$ cat src/rtl/fetch_flush_queue_pkg.sv
// Shared constants and types for the fetch/flush instruction queue.
// Optional build macro: FETCH_FLUSH_STATS_EN (squash/bubble counters; DEBUG_PRINT adds a message).
package fetch_flush_queue_pkg;

   // MIPS opcode / funct fields that identify control transfers
   localparam logic [5:0]  OP_RTYPE = 6'h00;
   localparam logic [5:0]  OP_J     = 6'h02;
   localparam logic [5:0]  OP_JAL   = 6'h03;
   localparam logic [5:0]  FN_JR    = 6'h08;
   localparam logic [5:0]  FN_JALR  = 6'h09;

   // Encoding of the bubble placed on the decode side
   localparam logic [31:0] NOP      = 32'h0000_0000;

   // What the decode registers do on the coming edge
   typedef enum logic [1:0] {
      IssueHold,
      IssueBubble,
      IssueHead
   } issue_e;

endpackage

$ cat src/rtl/fetch_flush_queue_jump_classify.sv
// Combinational classifier: flags J, JAL, JR and JALR from the opcode and funct fields.
module fetch_flush_queue_jump_classify
   import fetch_flush_queue_pkg::*;
(
   input  logic [5:0] op_i,
   input  logic [5:0] funct_i,
   output logic       is_jump_o
);

   // Direct jumps by opcode, register jumps by R-type funct
   always_comb begin
      is_jump_o = (op_i == OP_J) || (op_i == OP_JAL) ||
                  ((op_i == OP_RTYPE) && ((funct_i == FN_JR) || (funct_i == FN_JALR)));
   end

endmodule

$ cat src/rtl/fetch_flush_queue.sv
// Instruction queue between fetch and decode. Issues one entry per unstalled cycle, raises a
// one-cycle Jump pulse when a jump issues, and on Flush drops wrong-path entries while letting
// the pending delay-slot instruction through.
// Optional build macro: FETCH_FLUSH_STATS_EN adds internal SquashCount/BubbleCount counters;
// with DEBUG_PRINT also defined each discard prints "Squash on Flush".
module fetch_flush_queue
   import fetch_flush_queue_pkg::*;
#(
   parameter int unsigned DEPTH = 4,
   parameter int unsigned WIDTH = 32
) (
   input  logic             CLK,
   input  logic             RST,
   input  logic [WIDTH-1:0] InstrF,
   input  logic [WIDTH-1:0] PCPlus4F,
   input  logic             ValidF,
   output logic             ReadyF,
   input  logic             Stall,
   input  logic             Flush,
   output logic [WIDTH-1:0] InstrD,
   output logic [WIDTH-1:0] PCPlus4D,
   output logic             ValidD,
   output logic             Jump
);

   localparam int unsigned PtrW     = (DEPTH > 1) ? $clog2(DEPTH) : 1;
   localparam logic [PtrW:0] DepthCnt = (PtrW + 1)'(DEPTH);
   localparam logic [PtrW:0] OneCnt   = (PtrW + 1)'(1);

   // Queue storage
   logic [WIDTH-1:0] instr_mem_q [DEPTH];
   logic [WIDTH-1:0] pc_mem_q    [DEPTH];

   // Pointers and occupancy
   logic [PtrW-1:0]  rd_ptr_q, rd_ptr_d;
   logic [PtrW-1:0]  wr_ptr_q, wr_ptr_d;
   logic [PtrW:0]    count_q, count_d;

   // Decode-side registers
   logic [WIDTH-1:0] issue_instr_q, issue_instr_d;
   logic [WIDTH-1:0] issue_pc_q, issue_pc_d;
   logic             issue_valid_q, issue_valid_d;
   logic             jump_q, jump_d;
   logic             ds_pending_q, ds_pending_d;

   logic             empty, full, push, pop, keep_ds, head_is_jump;
   logic [WIDTH-1:0] head_instr, head_pc;
   issue_e           issue;

   assign empty      = (count_q == '0);
   assign full       = (count_q == DepthCnt);
   assign head_instr = instr_mem_q[rd_ptr_q];
   assign head_pc    = pc_mem_q[rd_ptr_q];

   fetch_flush_queue_jump_classify u_jump_classify (
      .op_i      (head_instr[31:26]),
      .funct_i   (head_instr[5:0]),
      .is_jump_o (head_is_jump)
   );

   // Push handshake and delay-slot survival on Flush
   always_comb begin
      ReadyF  = ~full & ~Flush;
      push    = ValidF & ReadyF;
      keep_ds = Flush & ds_pending_q & ~empty;
   end

   // Choose what decode sees next: hold on stall, head if available and not squashed, else bubble
   always_comb begin
      if (Stall) begin
         issue = IssueHold;
      end else if (empty || (Flush && !ds_pending_q)) begin
         issue = IssueBubble;
      end else begin
         issue = IssueHead;
      end
      pop = (issue == IssueHead);
   end

   // Pointer and occupancy next state; a flush collapses the queue to at most the delay slot
   always_comb begin
      rd_ptr_d = rd_ptr_q;
      wr_ptr_d = wr_ptr_q;
      count_d  = count_q;
      if (Flush) begin
         if (keep_ds && Stall) begin
            // Delay slot is held back by the stall; keep only the head
            wr_ptr_d = rd_ptr_q + 1'b1;
            count_d  = OneCnt;
         end else begin
            rd_ptr_d = wr_ptr_q;
            count_d  = '0;
         end
      end else begin
         if (pop) begin
            rd_ptr_d = rd_ptr_q + 1'b1;
         end
         if (push) begin
            wr_ptr_d = wr_ptr_q + 1'b1;
         end
         count_d = count_q + (PtrW + 1)'(push) - (PtrW + 1)'(pop);
      end
   end

   // Decode register next state; an issued delay slot never re-arms the jump detector
   always_comb begin
      issue_instr_d = issue_instr_q;
      issue_pc_d    = issue_pc_q;
      issue_valid_d = issue_valid_q;
      jump_d        = 1'b0;
      ds_pending_d  = ds_pending_q;
      unique case (issue)
         IssueHead: begin
            issue_instr_d = head_instr;
            issue_pc_d    = head_pc;
            issue_valid_d = 1'b1;
            jump_d        = head_is_jump & ~ds_pending_q;
            ds_pending_d  = head_is_jump & ~ds_pending_q;
         end
         IssueBubble: begin
            issue_instr_d = WIDTH'(NOP);
            issue_pc_d    = '0;
            issue_valid_d = 1'b0;
         end
         default: begin
         end
      endcase
   end

   // Control state with synchronous reset
   always_ff @(posedge CLK) begin
      if (RST) begin
         rd_ptr_q      <= '0;
         wr_ptr_q      <= '0;
         count_q       <= '0;
         issue_instr_q <= '0;
         issue_pc_q    <= '0;
         issue_valid_q <= 1'b0;
         jump_q        <= 1'b0;
         ds_pending_q  <= 1'b0;
      end else begin
         rd_ptr_q      <= rd_ptr_d;
         wr_ptr_q      <= wr_ptr_d;
         count_q       <= count_d;
         issue_instr_q <= issue_instr_d;
         issue_pc_q    <= issue_pc_d;
         issue_valid_q <= issue_valid_d;
         jump_q        <= jump_d;
         ds_pending_q  <= ds_pending_d;
      end
   end

   // Entry storage; contents are only meaningful between the pointers, so no reset
   always_ff @(posedge CLK) begin
      if (push && !RST) begin
         instr_mem_q[wr_ptr_q] <= InstrF;
         pc_mem_q[wr_ptr_q]    <= PCPlus4F;
      end
   end

`ifdef FETCH_FLUSH_STATS_EN
   logic [31:0] SquashCount;
   logic [31:0] BubbleCount;
   logic [PtrW:0] discard_n;

   // Entries thrown away this cycle: everything except a surviving delay slot
   always_comb begin
      discard_n = '0;
      if (Flush) begin
         discard_n = count_q - (PtrW + 1)'(keep_ds);
      end
   end

   // Statistics counters
   always_ff @(posedge CLK) begin
      if (RST) begin
         SquashCount <= '0;
         BubbleCount <= '0;
      end else begin
         SquashCount <= SquashCount + 32'(discard_n);
         if (issue == IssueBubble) begin
            BubbleCount <= BubbleCount + 32'd1;
         end
`ifdef DEBUG_PRINT
         if (discard_n != '0) begin
            $display("Squash on Flush");
         end
`endif
      end
   end
`endif

   assign InstrD   = issue_instr_q;
   assign PCPlus4D = issue_pc_q;
   assign ValidD   = issue_valid_q;
   assign Jump     = jump_q;

endmodule
$ cat config.mk
export PLATFORM = sky130hd
export DESIGN_NAME = fetch_flush_queue
export DESIGN_NICKNAME = d
export VERILOG_FILES = /design/src/rtl/fetch_flush_queue_pkg.sv /design/src/rtl/fetch_flush_queue_jump_classify.sv /design/src/rtl/fetch_flush_queue.sv
export SDC_FILE = /design/constraint.sdc
export NUM_CORES = 1
export LEC_CHECK = 0
export CORE_ASPECT_RATIO = 1.1
export CORE_MARGIN = 1.5
export CORE_UTILIZATION = 25
export DETAILED_ROUTE_END_ITERATION = 10
export PLACE_DENSITY = 0.44
export SYNTH_ARGS = -nofsm -noshare
export SYNTH_HDL_FRONTEND = slang
export SYNTH_HIERARCHICAL = 1
export SYNTH_SLANG_ARGS = --single-unit
export TNS_END_PERCENT = 100
$ cat constraint.sdc
create_clock -name CLK -period 6.2 [get_ports CLK]
set_clock_uncertainty 0.1 [all_clocks]
set_input_delay 1.86 -clock CLK [delete_from_list [all_inputs] [get_ports CLK]]
set_output_delay 1.86 -clock CLK [all_outputs]
set_load 0.05 [all_outputs]
==> flow_summary.yaml, run 1 <==
synthesis:
  syn-num-nets: 712
  syn_area_sq_um: 12300
  avgSynthCellArea_sq_um: 19.3
  synth_edf_count: 256
  ys_ff_latch: 332
  ys_async_sr_fraction_pct: 0
  ys_seq_area_share_pct: 75.1
  muxShareOfSynthArea_pct: 12.1
  synthFlopType: "edfxtp_1"
  synth-simple-area-share_pct: 3.80
  synthCells: 636
  ys_types: 40
  synth-compound-area-share_pct: 5.79
  synth_xor_area_share_pct: 0.143
  synth_top_family_by_area: "multiplexers"
  yosys_warnings: 6
  synthAdderAreaFrac_pct: 0.776
die:
  core-area_sq_um: 48100
  floorplan.die_area_sq_um: 50400
  die_y_um: 235
  ioPinCount: 136
  die_x_um: 214
  rows: 84
  start_util_pct: 25.5
finish:
  nFillCells: 4763
  finalInstanceArea_sq_um: 15600
  area_delta_synth_final_pct: 27.0
  multi_input_area_sq_um: 2780
  drive_above_1_share_pct: 20.3
  nets: 863
  area.sequential_sq_um: 9220
  antenna_cells: 0
clock_network:
  cts_sinks: 332
  cts_buffer_depth: 3
  cts_tree: "done"
  worstSkewPairLatency_ns: 0.54
  cts_max_level: 2
  cts_setup_buffers: 0
  clkTransAtPathRegs_ns: 0.06
  cts-buffers-inserted: 39
  hold_buffers: 0
  ctsResizeCount: 0
  cts_root_buf: "clkbuf_16"
sta:
  clock.fmax_ghz: 0.193
  holdWs_ns: 0.391
  layout_min_cycle_time_ns: 5.17
  fin_crit_sh_pct: 83.4
  report.final.slew_viol_count: 0
  maxSlewHeadroom_pct: 25.4
  fin_setup_tns_ns: 0
  finalSetupViolations: 0
  rsz0062_at_grt: "false"
  worst_slew_pin_slew_ns: 1.12
  hold_viol: 0
drt:
  vias: 6238
  drc: 0
  wl_um: 29200
  drt_first_pass_iters: 5
  wl_per_cell_um: 19.9
  ant_nets: 0
  via_per_inst: 4.27
  drt_iter0_markers: 280
placed_design:
  gp_congestion: 0.671
  portBuffers: 135
  hpwlAfterDp_um: 16500
  placed_cell_area_sq_um: 14300
grt:
  grt_first_pass_wirelength_um: 43900
  grt_antenna_before_repair: 1
  grtUsageTotal_pct: 11.7
  grt_remaining_overflow: 0
  grt_pass1_vias: 6745
  grt_max_degree: 68
min_path:
  hp-class: "reg2reg"
  hold_depth: 2
worst_setup_path:
  worstPathArrival_ns: 3.21
  crit_type: "in2out"
  reg2regPathDepth: 6
  critPathRequiredTime_ns: 4.24
  setup.worst_path.start_class: "input pin"
  crit_path_end_kind: "output port"
  critical_path.max_fanout: 2
power_and_ir_drop:
  ir_drop_mv: 0.211
  power_leakage_uw: 0.00485
  power_per_cell_area_nw_per_um2: 317
flow_run:
  maxCapViolations: 0
outcome:
  status: "finished, final reports clean"
[cells in the mapped netlist (all sizes together), types with 2 or more instances]
cell / instances / share of area, %
edfxtp: 256 / 63
dfxtp: 76 / 12
nor2: 73 / 2.2
a22oi: 65 / 5.0
mux4: 64 / 12
buf: 30 / 1.8
clkbuf: 9 / 0.29
ha: 6 / 0.61
inv: 6 / 0.18
o21ai: 6 / 0.24
a21oi: 5 / 0.20
and2: 4 / 0.20
nor3: 4 / 0.30
mux2i: 3 / 0.25
nand2: 3 / 0.092
nor2b: 3 / 0.15
nor4b: 3 / 0.21
a31oi: 2 / 0.10
nand2b: 2 / 0.10
nand3: 2 / 0.082
nand3b: 2 / 0.12
or3: 2 / 0.10
xnor2: 2 / 0.14
[power breakdown]
group	switching [uW]	total, uW	internal [uW]
clock network	888	2250	1370
registers	20.0	2450	2430
logic	126	230	103
total	1030	4930	3900
[worst paths after layout]
check,startpoint,to,slack (ns)
min,ValidD$_SDFFE_PP0P_,ValidD$_SDFFE_PP0P_,0.39
max,Flush,ReadyF,1.03
min reg2reg,ValidD$_SDFFE_PP0P_,ValidD$_SDFFE_PP0P_,0.39
max reg2reg,flop,ds_pending_q$_SDFFE_PP0N_,3.01
[final cells by class]
cell class,instances,area share [%]
inverters,6,0.145
clock inverters,14,0.812
clock buffers,57,7.36
multi-input cells,259,17.9
flip-flops and latches,332,59.2
repair buffers,149,9.40
well taps,645,5.18
[state kept, by name (all words and copies together) (netlist names), named ones only]
signal and flops:
InstrD 32, ValidD 1, instr_mem_q 128, wr_ptr_q 2, pc_mem_q 128, Jump 1, PCPlus4D 32, ds_pending_q 1
rd_ptr_q 2, count_q 3
[layout by cell type, fill, tap and decap left out, types with 2 or more instances in the layout]
cell               n
edfxtp_1         256
clkdlybuf4s50_1  133
dfxtp_1           74
nor2_1            73
mux4_2            60
a22oi_1           41
clkbuf_16         41
a22oi_2           24
buf_4             15
clkbuf_1          10
inv_1              6
ha_1               6
clkbuf_8           6
clkinv_2           6
a21oi_1            5
o21ai_0            5
mux4_1             4
and2_4             4
nor2b_1            3
nand2_1            3
nor4b_1            3
mux2i_1            3
clkinv_1           3
or3_1              2
nand3_1            2
nand2b_1           2
a31oi_1            2
nor3_1             2
nand3b_1           2
xnor2_1            2
dfxtp_4            2
bufinv_16          2
[layer usage]
layer / share of wire (%) / vias up / routed length (um) / track usage, %
met5: 0.045 / - / 13 / 0
met3: 5.3 / 40 / 1540 / 2.89
met4: 2.1 / 2 / 607 / 4.10
met1: 44 / 3186 / 12700 / 14.7
li1: - / 2851 / - / -
met2: 49 / 159 / 14300 / 19.6
[metrics by stage]
step	instances	setup slack, ns	power, uW	util, %
2_1_floorplan	636	1.31	2620	-
3_3_place_gp	1391	0.998	2730	29.7
3_5_place_dp	1391	1.03	2730	29.7
4_1_cts	1462	1.02	5040	32.3
5_1_grt	1462	0.995	5120	32.3
6_report	1462	1.03	4930	32.3
[critical path: stages]
cell	delay [ns]
clkdlybuf4s50_1	0.42
nor2b_1	0.12
clkdlybuf4s50_1	0.81
[kinds of logic after synthesis]
family,Yosys count
AOI/OAI and AO/OA,82
adders and majority gates,7
xor gates and xnor gates,2
muxes,67
DFF,332
and+or+nand+nor,101
buffers and inverters,45
Power figures use the tool's default switching activity.
==> run 2: changes to the inputs <==
--- a/config.mk
+++ b/config.mk
@@ -9,7 +9,7 @@
 export CORE_MARGIN = 1.5
 export CORE_UTILIZATION = 25
 export DETAILED_ROUTE_END_ITERATION = 10
-export PLACE_DENSITY = 0.44
+export PLACE_DENSITY = 0.45
 export SYNTH_ARGS = -nofsm -noshare
 export SYNTH_HDL_FRONTEND = slang
 export SYNTH_HIERARCHICAL = 1
==> constraint.sdc (replaced) <==
create_clock -name CLK -period 4.22 [get_ports CLK]
set_clock_uncertainty 0.1 [all_clocks]
set_input_delay 1.266 -clock CLK [delete_from_list [all_inputs] [get_ports CLK]]
set_output_delay 1.266 -clock CLK [all_outputs]
set_load 0.05 [all_outputs]
==> run 2 against run 1 <==
Non-clock buffer count grew 8. Sequential share of layout area shrank 0.95 points. Sequential cell count is the same. Critical endpoint unchanged. Die area is the same. Cell count grew 0.89%. Critical path depth is the same. Utilization grew 0.53 points. Highest routed layer unchanged. Final area grew 1.6%. Hold slack lost 0.00091 ns. Setup slack lost 0.31 ns.
==> flow_summary.yaml, run 2 (synthesis gave the netlist of run 1 again) <==
die:
  ioPinCount: 136
  die_x_um: 214
  floorplan.die_area_sq_um: 50400
  start_util_pct: 25.5
  die_y_um: 235
  rows: 84
  core-area_sq_um: 48100
sta:
  hold_viol: 0
  clock.fmax_ghz: 0.285
  maxSlewHeadroom_pct: 53.4
  layout_min_cycle_time_ns: 3.50
  report.final.slew_viol_count: 0
  fin_setup_tns_ns: 0
  fin_crit_sh_pct: 83.0
  rsz0062_at_grt: "false"
  finalSetupViolations: 0
  worst_slew_pin_slew_ns: 0.699
finish:
  drive_above_1_share_pct: 21.4
  area.sequential_sq_um: 9220
  reg_top3: "instr_mem_q: 128 flops, pc_mem_q: 128 flops"
  final_common_cell: "edfxtp_1"
  nFillCells: 4735
  nets: 872
  multi_input_area_sq_um: 2780
  final_cell_mix: "edfxtp_1, clkdlybuf4s50_1, dfxtp_1, nor2_1, mux4_2"
  area_delta_synth_final_pct: 29.1
worst_setup_path:
  critical_path.max_fanout: 4
  cp_slowest_cell: "clkdlybuf4s50_1"
  reg2regPathDepth: 7
  worstPathArrival_ns: 2.14
  setup.worst_path.start_class: "input pin"
  cp.buffers_inverters: 2
  critPathRequiredTime_ns: 2.85
  crit_family: "buffers and inverters"
  crit_cells: 3
  path_cells: "clkdlybuf4s50_1 -> nor2b_1 -> buf_12"
  crit_type: "in2out"
  crit_path_end_kind: "output port"
  slowest_delay_ns: 0.47
drt:
  drt_iter0_markers: 285
  drt_first_pass_iters: 4
  wl_um: 29400
  drc: 0
  via_per_inst: 4.29
  vias: 6331
  wl_per_cell_um: 19.9
  ant_nets: 0
power_and_ir_drop:
  power_leakage_uw: 0.00496
  ir_drop_mv: 0.293
  power_per_cell_area_nw_per_um2: 471
  p_total_uw: 7450
clock_network:
  cts_tree: "done"
  cts_sinks: 332
  cts-buffers-inserted: 40
  hold_buffers: 0
  cts_root_buf: "clkbuf_16"
  cts_max_level: 2
  cts_buffer_depth: 3
  clkTransAtPathRegs_ns: 0.05
  cts_setup_buffers: 0
  worstSkewPairLatency_ns: 0.54
  ctsResizeCount: 0
min_path:
  hp-class: "reg2reg"
  hold_depth: 2
placed_design:
  portBuffers: 135
  hpwlAfterDp_um: 17300
  gp_congestion: 0.684
grt:
  grt_first_pass_wirelength_um: 44200
  grt_remaining_overflow: 0
  grt_pass1_vias: 6732
  grt_antenna_before_repair: 5
  grtUsageTotal_pct: 11.8
  grt_max_degree: 53
flow_run:
  maxCapViolations: 0
outcome:
  status: "finished, final reports clean"
[run 2: cell count changes in the layout (fill, tap and decap cells not counted), sizes merged]
| cell | delta |
|---|---|
| clkbuf | +4 |
| clkdlybuf4s50 | -1 |
| clkinv | -3 |
| diode | +2 |
| buf | +9 |
| clkinvlp | -1 |
| inv | +1 |
| bufinv | +2 |
[run 2: power breakdown]
part	internal [uW]	switching [uW]	total [uW]
sequential	3570	26.3	3590
clock	2190	1320	3510
combinational	158	185	343
[run 2: area by class of cell]
cell class                 count  share of cell area [%]
clock buffer                  61                    7.53
multi-input combinational    259                    17.6
clock inverter                13                    1.09
inverter                       6                   0.142
timing repair buffer         157                    10.2
tap                          645                    5.10
antenna                        2                  0.0316
sequential                   332                    58.3
[run 2: final timing paths]
check	from	to	slack [ns]
hold reg to reg	ValidD$_SDFFE_PP0P_	ValidD$_SDFFE_PP0P_	0.39
setup / recovery	Flush	ReadyF	0.72
setup reg to reg	flop	ds_pending_q$_SDFFE_PP0N_	1.56
hold / removal	ValidD$_SDFFE_PP0P_	ValidD$_SDFFE_PP0P_	0.39
[run 2: per-stage QoR]
stage / instance area [sq um] / std cells / setup WS [ns] / util [%] / hold slack [ns]
2_1_floorplan: 12300 / 636 / 0.333 / - / 0.382
3_3_place_gp: 14500 / 1399 / 0.563 / 30.0 / 0.387
3_5_place_dp: 14500 / 1399 / 0.575 / 30.0 / 0.384
4_1_cts: 15800 / 1473 / 0.709 / 32.9 / 0.397
5_1_grt: 15800 / 1473 / 0.683 / 32.9 / 0.439
6_report: 15800 / 1475 / 0.715 / 32.9 / 0.390
[run 2: worst register-to-register path: cells and delay by family (launching register included)]
family / cells / cell delay, ns
flip-flops: 1 / 0.64
buffers and inverters: 1 / 0.57
multiplexers: 1 / 0.63
AO/OA/AOI/OAI: 2 / 0.24
AND/OR/NAND/NOR: 3 / 0.41
[run 2: layer usage]
metal	global-route usage, %	vias up	part of all wire [%]
li1	-	2867	-
met2	19.0	160	48
met5	0	-	0.13
met3	3.71	53	6.5
met4	3.48	6	2.1
met1	15.1	3245	44
==> run 3: changes to the inputs <==
--- a/config.mk
+++ b/config.mk
@@ -9,7 +9,7 @@
 export CORE_MARGIN = 1.5
 export CORE_UTILIZATION = 25
 export DETAILED_ROUTE_END_ITERATION = 10
-export PLACE_DENSITY = 0.45
+export PLACE_DENSITY = 0.44
 export SYNTH_ARGS = -nofsm -noshare
 export SYNTH_HDL_FRONTEND = slang
 export SYNTH_HIERARCHICAL = 1
==> constraint.sdc (replaced) <==
create_clock -name CLK -period 3.4 [get_ports CLK]
set_clock_uncertainty 0.1 [all_clocks]
set_input_delay 1.02 -clock CLK [delete_from_list [all_inputs] [get_ports CLK]]
set_output_delay 1.02 -clock CLK [all_outputs]
set_load 0.05 [all_outputs]
==> run 3 against run 2 <==
Sequential share of layout area grew 0.25 points. Global-route usage about the same. Count of clock-buffer cells in the layout is 5 lower. Register-to-register slack lost 0.71 ns. Critical path depth is 1 higher. Wire length decreased by 0.73%.
==> flow_summary.yaml, run 3 (synthesis gave the netlist of run 1 again) <==
drt:
  wl_um: 29200
  wl_per_cell_um: 19.9
  drt_iter0_markers: 313
  drc: 0
  vias: 6303
  drt_first_pass_iters: 4
  via_per_inst: 4.29
  ant_nets: 0
power_and_ir_drop:
  seqPwrFrac_pct: 49.6
  clkPwrFrac_pct: 45.6
  p_total_uw: 8990
  p_comb_share_pct: 4.8
  switching_share_pct: 20.8
  intPower_uw: 7120
  power_per_cell_area_nw_per_um2: 571
  power_leakage_uw: 0.00492
  p_sw_uw: 1870
  ir_drop_mv: 0.240
clock_network:
  cts-buffers-inserted: 38
  cts_tree: "done"
  worstSkewPairLatency_ns: 0.53
  cts_setup_buffers: 0
  cts_max_level: 2
  cts_buffer_depth: 3
  hold_buffers: 0
  ctsResizeCount: 0
  clkTransAtPathRegs_ns: 0.06
  cts_root_buf: "clkbuf_16"
  cts_sinks: 332
sta:
  finalSetupViolations: 0
  report.final.slew_viol_count: 0
  fin_setup_tns_ns: 0
  worst_slew_pin_slew_ns: 1.11
  clock.fmax_ghz: 0.314
  rsz0062_at_grt: "false"
  fin_crit_sh_pct: 93.7
  hold_viol: 0
  layout_min_cycle_time_ns: 3.19
  holdWs_ns: 0.405
  maxSlewHeadroom_pct: 26.2
grt:
  grt_antenna_before_repair: 2
  grtUsageTotal_pct: 11.7
  grt_remaining_overflow: 0
  grt_first_pass_wirelength_um: 44000
  grt_pass1_vias: 6741
  grt_max_degree: 68
die:
  core-area_sq_um: 48100
  die_x_um: 214
  floorplan.die_area_sq_um: 50400
  rows: 84
  die_y_um: 235
  start_util_pct: 25.5
  ioPinCount: 136
worst_setup_path:
  cp_slowest_cell: "clkdlybuf4s50_1"
  rr_endpoint: "ds_pending_q$_SDFFE_PP0N_"
  setup.worst_path.start_class: "input pin"
  critical_path.max_fanout: 16
  crit_type: "in2out"
  worstPathArrival_ns: 2.07
  crit_path_end_kind: "output port"
  reg2regPathDepth: 5
  r2r_setup_slack_ns: 0.85
  critPathRequiredTime_ns: 2.28
  path_cells: "clkdlybuf4s50_1 -> buf_4 -> nor2b_1 -> buf_12"
  slowest_delay_ns: 0.44
finish:
  nFillCells: 4691
  nets: 872
  drive_above_1_share_pct: 21.0
  area.sequential_sq_um: 9220
  antenna_cells: 0
  area_delta_synth_final_pct: 28.5
  multi_input_area_sq_um: 2780
  final_util_pct: 32.7
  final_cell_mix: "edfxtp_1, clkdlybuf4s50_1, dfxtp_1, nor2_1, mux4_2"
  final_common_cell: "edfxtp_1"
  finalInstanceArea_sq_um: 15800
  reg_top3: "instr_mem_q: 128 flops, pc_mem_q: 128 flops"
min_path:
  hold_path_end: "ValidD$_SDFFE_PP0P_"
  hold_depth: 2
  hp-class: "reg2reg"
  hold_start: "ValidD$_SDFFE_PP0P_"
placed_design:
  placed_cell_area_sq_um: 14500
  gp_congestion: 0.687
  hpwlAfterDp_um: 16900
  portBuffers: 135
flow_run:
  maxCapViolations: 0
outcome:
  status: "finished, final reports clean"
## run 3: changes by cell type in the layout (fill, tap and decap cells not counted), sizes merged
cell / change
diode: -2
clkinv: +3
inv: -2
buf: +2
bufinv: -1
clkbuf: -5
## run 3: area by class of cell
class	count	share of cell area (%)
sequential	332	58.5
multi-input combinational	259	17.7
timing repair buffer	159	10.6
clock buffer	56	7.06
tap	645	5.12
clock inverter	13	0.866
inverter	6	0.143
## run 3: worst max path at each step
stage | from | to | slack (ns)
2_1_floorplan | Flush | ReadyF | 0.19
3_3_place_gp | Flush | count_q[2]$_SDFF_PP0_ | 0.06
3_5_place_dp | ValidF | count_q[2]$_SDFF_PP0_ | 0.08
4_1_cts | Flush | ReadyF | 0.21
5_1_grt | Flush | ReadyF | 0.14
6_report | Flush | ReadyF | 0.21
## run 3: worst max-delay path, delay by kind of cell
| kind | cells | cell delay [ns] |
|---|---|---|
| buf+inv | 3 | 0.83 |
| simple gates | 1 | 0.21 |
## run 3: power groups by stage
stage	Clock (uW)	Combinational [uW]	Sequential, uW
3_3_place_gp	0	444	4540
2_1_floorplan	0	212	4560
6_report	4100	434	4450
3_5_place_dp	0	445	4540
4_1_cts	4280	447	4450
5_1_grt	4430	473	4460
## run 3: metrics by stage
step | setup WS [ns] | cells
global route | 0.137 | 1470
detailed placement | 0.0752 | 1401
CTS | 0.209 | 1470
finish | 0.214 | 1470
floorplan | 0.188 | 636
global placement | 0.0644 | 1401
## run 3: routing by layer
layer / wire length [um] / GRT usage [%] / vias to the layer above
li1: - / - / 2876
met1: 13100 / 14.9 / 3236
met2: 13900 / 19.2 / 138
met3: 1580 / 3.55 / 49
met4: 648 / 3.61 / 4
met5: 23 / 0 / -
